**config.mk**
```make
export PLATFORM = sky130hd
export DESIGN_NAME = uart_rx_flex
export DESIGN_NICKNAME = d
export VERILOG_FILES = /design/src/rtl/uart_rx_flex.sv
export SDC_FILE = /design/constraint.sdc
export NUM_CORES = 1
export LEC_CHECK = 0
export ABC_AREA = 1
export CORE_MARGIN = 10
export CORE_UTILIZATION = 45
export CTS_BUF_LIST = sky130_fd_sc_hd__clkbuf_8 sky130_fd_sc_hd__clkbuf_16
export CTS_CLUSTER_SIZE = 24
export DETAILED_ROUTE_END_ITERATION = 8
export PLACE_DENSITY = 0.74
export REMOVE_ABC_BUFFERS = 1
export SLEW_MARGIN = 20
export SYNTH_ARGS = -nofsm -noshare
export SYNTH_HDL_FRONTEND = slang
export SYNTH_SLANG_ARGS = --single-unit
export TNS_END_PERCENT = 10
```
**constraint.sdc**
```tcl
create_clock -name clk -period 2.6 [get_ports clk]
set_clock_uncertainty 0.15 [all_clocks]
set_input_delay 0.52 -clock clk [delete_from_list [all_inputs] [get_ports clk]]
set_output_delay 0.52 -clock clk [all_outputs]
set_load 0.01 [all_outputs]
```
**src/rtl/uart_rx_flex.sv**
```systemverilog
// UART receiver with runtime-selectable baud rate, mid-bit sampling and a
// valid/ready holding register with frame-error and overrun pulses.
module uart_rx_flex #(
    parameter int unsigned CLK_FRE = 50
) (
    input  logic       clk,
    input  logic       rst,
    input  logic       rx_pin,
    input  logic [2:0] baudrate,
    output logic [7:0] rx_data,
    output logic       rx_data_valid,
    input  logic       rx_data_ready,
    output logic       rx_frame_err,
    output logic       rx_overrun
);

    localparam int unsigned CNT_W  = 16;
    localparam int unsigned BIT_W  = 3;
    localparam int unsigned DATA_W = 8;
    localparam int unsigned CLK_HZ = CLK_FRE * 1000000;

    localparam logic [CNT_W-1:0] LEN_4800   = CNT_W'(CLK_HZ / 4800);
    localparam logic [CNT_W-1:0] LEN_9600   = CNT_W'(CLK_HZ / 9600);
    localparam logic [CNT_W-1:0] LEN_19200  = CNT_W'(CLK_HZ / 19200);
    localparam logic [CNT_W-1:0] LEN_38400  = CNT_W'(CLK_HZ / 38400);
    localparam logic [CNT_W-1:0] LEN_57600  = CNT_W'(CLK_HZ / 57600);
    localparam logic [CNT_W-1:0] LEN_115200 = CNT_W'(CLK_HZ / 115200);

    localparam logic [1:0] S_IDLE  = 2'd0;
    localparam logic [1:0] S_START = 2'd1;
    localparam logic [1:0] S_DATA  = 2'd2;
    localparam logic [1:0] S_STOP  = 2'd3;

    logic [1:0]        state;
    logic [1:0]        state_nxt;
    logic              rx_d1;
    logic              rx_s;
    logic              rx_q;
    logic [CNT_W-1:0]  cnt;
    logic [BIT_W-1:0]  bit_cnt;
    logic [CNT_W-1:0]  cycle_len;
    logic [CNT_W-1:0]  half_len;
    logic [CNT_W-1:0]  baud_len;
    logic [DATA_W-1:0] shreg;
    logic              data_hit;
    logic              stop_hit;

    // Bit period for the currently selected rate; only used at frame start.
    always_comb begin
        baud_len = LEN_115200;
        case (baudrate)
            3'b000:  baud_len = LEN_4800;
            3'b001:  baud_len = LEN_9600;
            3'b010:  baud_len = LEN_19200;
            3'b011:  baud_len = LEN_38400;
            3'b100:  baud_len = LEN_57600;
            default: baud_len = LEN_115200;
        endcase
    end

    assign half_len = cycle_len >> 1;

    // Two-flop synchronizer plus one flop for falling-edge detection.
    always_ff @(posedge clk) begin
        if (rst) begin
            rx_d1 <= 1'b1;
            rx_s  <= 1'b1;
            rx_q  <= 1'b1;
        end else begin
            rx_d1 <= rx_pin;
            rx_s  <= rx_d1;
            rx_q  <= rx_s;
        end
    end

    always_ff @(posedge clk) begin
        if (rst) begin
            state <= S_IDLE;
        end else begin
            state <= state_nxt;
        end
    end

    always_comb begin
        state_nxt = state;
        data_hit  = 1'b0;
        stop_hit  = 1'b0;
        case (state)
            S_IDLE: begin
                if (rx_q && !rx_s) begin
                    state_nxt = S_START;
                end
            end
            S_START: begin
                if (cnt == half_len - CNT_W'(1)) begin
                    state_nxt = rx_s ? S_IDLE : S_DATA;
                end
            end
            S_DATA: begin
                if (cnt == cycle_len - CNT_W'(1)) begin
                    data_hit = 1'b1;
                    if (bit_cnt == BIT_W'(7)) begin
                        state_nxt = S_STOP;
                    end
                end
            end
            S_STOP: begin
                if (cnt == cycle_len - CNT_W'(1)) begin
                    stop_hit  = 1'b1;
                    state_nxt = S_IDLE;
                end
            end
            default: state_nxt = S_IDLE;
        endcase
    end

    // Bit timing counters, latched bit period and data shift register.
    always_ff @(posedge clk) begin
        if (rst) begin
            cnt       <= '0;
            bit_cnt   <= '0;
            cycle_len <= LEN_115200;
            shreg     <= '0;
        end else begin
            if (state == S_IDLE && state_nxt == S_START) begin
                cycle_len <= baud_len;
            end
            if (data_hit) begin
                shreg[bit_cnt] <= rx_s;
            end
            if (state != state_nxt) begin
                cnt     <= '0;
                bit_cnt <= '0;
            end else if (data_hit) begin
                cnt     <= '0;
                bit_cnt <= bit_cnt + BIT_W'(1);
            end else if (state != S_IDLE) begin
                cnt <= cnt + CNT_W'(1);
            end
        end
    end

    // Holding register: accept and reload in the same cycle is not an overrun.
    always_ff @(posedge clk) begin
        if (rst) begin
            rx_data       <= '0;
            rx_data_valid <= 1'b0;
            rx_frame_err  <= 1'b0;
            rx_overrun    <= 1'b0;
        end else begin
            rx_frame_err <= stop_hit && !rx_s;
            rx_overrun   <= 1'b0;
            if (stop_hit && rx_s) begin
                if (!rx_data_valid || rx_data_ready) begin
                    rx_data       <= shreg;
                    rx_data_valid <= 1'b1;
                end else begin
                    rx_overrun <= 1'b1;
                end
            end else if (rx_data_valid && rx_data_ready) begin
                rx_data_valid <= 1'b0;
            end
        end
    end

endmodule

```
==> results list <==
- Measured against its own limit, the worst slew margin works out to 66.4%.
* Max clock buf depth: 2
- Clock-pin slew was measured on the worst setup and hold paths at 120 ps.
* Sequential area share after synthesis: 31.4%
- Setup violations remaining at the end of the flow were counted as 0.
- Along the worst path, the maximum fanout reaches 8.
- At the later pin of the worst-skew pair, clock insertion delay measures 330 ps.
* Area added between synthesis and finish: 20.0%
* Synthesized cell area: 0.00357 mm^2
- Capturing element type of the critical path: flip-flop
* Final HPWL from detailed placement: between 6000 and 7000 um
- DRC marker count from the first detailed-route iteration: roughly 330
- In the final design database the tool counted a little over 600 nets.
- The worst setup path is launched from a flip-flop.
- For the final routed database, the setup TNS stands at 0 ps.
- After layout, the worst path uses 98.0% of the clock period.
- The post-route netlist has 17.8% of its cells at a drive strength greater than 1.
- Counting flops with a built-in enable in the synthesized netlist gives 0.
- Data on the critical path arrives at its endpoint at 2670 ps.
- Counting I/O delays and the setup requirement, the final critical path takes ~2500 ps.
- Overall power consumption after layout is estimated at 1820 uW.
* Average cell area after synthesis: 6.20 um^2
- The die is 109 um wide.
- Pins Over Slew Limit: 0
- Routed length per instance: 13.2 um
- 18 I/O pins were placed.
- Initial standard-cell utilization of the core: 46.2%
- Max Clock Freq: 393 MHz
* Hold buffers post-CTS: 0
- CTS Root Buffer Type: clkbuf_8
* Pwr dens: approximately 420 mW/mm^2
* Wirelength, routed: approximately 9400 um
- Once routing completed, OpenROAD measured the worst setup slack at 52.5 ps.
- RSZ-0062 raised after global routing: yes
- The clock net in this run drives a total of 56 sinks.
- The die covers between 0.01 and 0.015 mm^2.
* Yosys warnings: 0
- Synth Flop Type: dfxtp_1
- Port-buffer cells: 17
- Net switching is 33.1% of the power.
* Reported max-cap violation count: 0
- The floorplan has 32 rows.
- In this run, CTS created clock tree buffers numbering 5.
* Vias in the first global route: approximately 3300
- Core Region: roughly 0.0077 mm^2
* Actual transition at the worst max-transition pin: 502 ps
* Diodes inserted: 0
- CTS tree: built
- Height of the die: between 100 and 150 um
- STA puts the critical path data required time at 2720 ps.
- Relative contribution of the clock network to total power: between 20 and 30%
- Across all hold checks on the routed design, the worst slack comes to between 200 and 300 ps.
- Across the VDD grid, the largest voltage drop is ~0.29 mV.
- Cell leakage power: 0.00188 uW
* Final weighted congestion in routability-driven placement: 1.00
* Sequential share of power: between 50% and 60%
- For this design the total switching power over the nets is 602 uW.
- The flow ran to the end, and the final reports show no timing, DRC or antenna violations.
* Largest net degree at the start of global routing: 23
- Count of distinct cell types in the synthesized netlist: 35
- Combinational logic burns about a fifth of the power.
* Min-Delay Path Class: reg -> reg
- Number of search-and-repair iterations in the first detailed-routing pass: 6
- The largest total area in the synthesized netlist belongs to dfxtp_1.
- Int Pwr: 1220 uW
- The first global-routing pass estimated 14900 um of wire.
- Flop and latch count out of synthesis: 56
- Via-per-instance ratio: roughly 5.2
- Once detail routing completed, the nets flagged for antenna violations numbered 0.
* CTS H-tree depth: 2
- Number of cells produced by synthesis: 576
* Share of synthesized flip-flops with an asynchronous set or reset: 0%
* Via count: 3685
* Final hold viol count: 0
- After detailed routing, the number of remaining DRC violations is 0.
* Number of antenna violations at the first check in global routing: 0
- The setup path with the least slack is of type reg -> reg.
- Share of the synthesized area in the top cell type: 31.4%
- For this run, the total global-route usage over all layers was measured as 15.3%.
- Remaining Overflow, GRT: 0
* Ranking of synthesized cells by area: dfxtp_1, nand2_1, inv_1, nand3_1, nor2_1
- Pre-CTS setup slack: ~11 ps
## worst max-delay path, cell delays in order, from the launching register on
cell and delay (ps):
dfxtp_2 340, buf_4 130, nor2_4 120, nand2_4 110, nor2_8 170, buf_6 130, nand2_2 50, nand2_2 100
nand3_2 90, nand2_1 80, inv_1 40, nand2_1 70, nor2_2 50, nand2_2 110, nand2_4 70, nand2_2 60
nor2_1 50, nor2_2 190, nand3_4 130, clkbuf_16 200, nor2_2 70
## cell families after synthesis
family,share of synthesized area (%)
and+or+nand+nor,44.6
AOI/OAI and AO/OA,7.75
DFF,31.4
xor gates and xnor gates,3.68
adders and majority gates,1.40
buffers and inverters,11.1
## flip-flops by register name, summed over array words and instances (netlist names)
register       flops
rx_q               1
shreg              8
cycle_len         13
rx_data_valid      1
rx_data            8
rx_overrun         1
rx_d1              1
cnt               16
rx_frame_err       1
state              2
rx_s               1
bit_cnt            3
## per-layer routing
metal | track usage, % | wire length, um | vias up
met5 | 0 | 0 | -
met4 | 6.59 | 260 | 0
met3 | 2.83 | 581 | 24
met2 | 22.7 | 4190 | 151
met1 | 21.0 | 4390 | 1644
li1 | - | - | 1866
## metrics by stage
stage          util, %  area (um^2)  instances
2_1_floorplan        -         3520        569
3_3_place_gp      50.5         3910        699
3_5_place_dp      50.5         3910        699
4_1_cts           51.9         4010        707
5_1_grt           55.4         4280        713
6_report          55.4         4280        713
## power groups by stage
stage / Clock (uW) / Sequential [uW] / Combinational (uW)
after floorplan: 0 / 922 / 216
after detailed placement: 0 / 928 / 305
after global placement: 0 / 926 / 302
final: 539 / 914 / 367
after CTS: 546 / 908 / 307
after global routing: 576 / 918 / 402
## synthesized netlist by cell type (3+ instances only)
cell	n
inv_1	91
nor2_2	17
dfxtp_1	56
nor2_1	66
nor2_4	5
a21oi_1	17
o21ai_0	25
ha_1	4
nand2_2	8
nor3_1	10
clkbuf_1	5
nand2_1	164
nand3_1	59
xor2_1	15
nand4_1	7
inv_2	3
## worst paths after layout
path,startpoint,end,slack [ps],cells past startpoint
worst max-delay path,cycle_len[2],cnt[10],50,20
worst min-delay path,rx_d1,rx_s,280,1
worst max register to register,cycle_len[2],cnt[10],50,20
worst min register to register,rx_d1,rx_s,280,1
## cell type report
cell class              instances  area (um^2)
clock buffers                   5         68.8
clock inverters                 3         28.8
inverters                      94          355
repair buffers                 34          332
multi-input cells             419         2230
flip-flops and latches         56         1140
fillers                       748         3440
well taps                     102          128
## cells in the final DEF (no fill, tap or decap), types with 10 or more instances in the layout
cell,n
nand2_1,153
nor2_4,12
nand2_2,15
inv_1,90
nor2_2,21
dfxtp_1,47
o21ai_0,18
nor2_1,55
buf_4,14
a21oi_1,17
nand3_1,51
nor3_1,10
xor2_1,15
clkdlybuf4s50_1,17
nand3_2,10
## timing repair
action	in CTS	in global routing
endpoints found under the setup margin	5	36
cloned	0	1
pin swaps	0	17
setup buffers	0	5
gates resized for setup	1	66
Power figures use the tool's default switching activity.
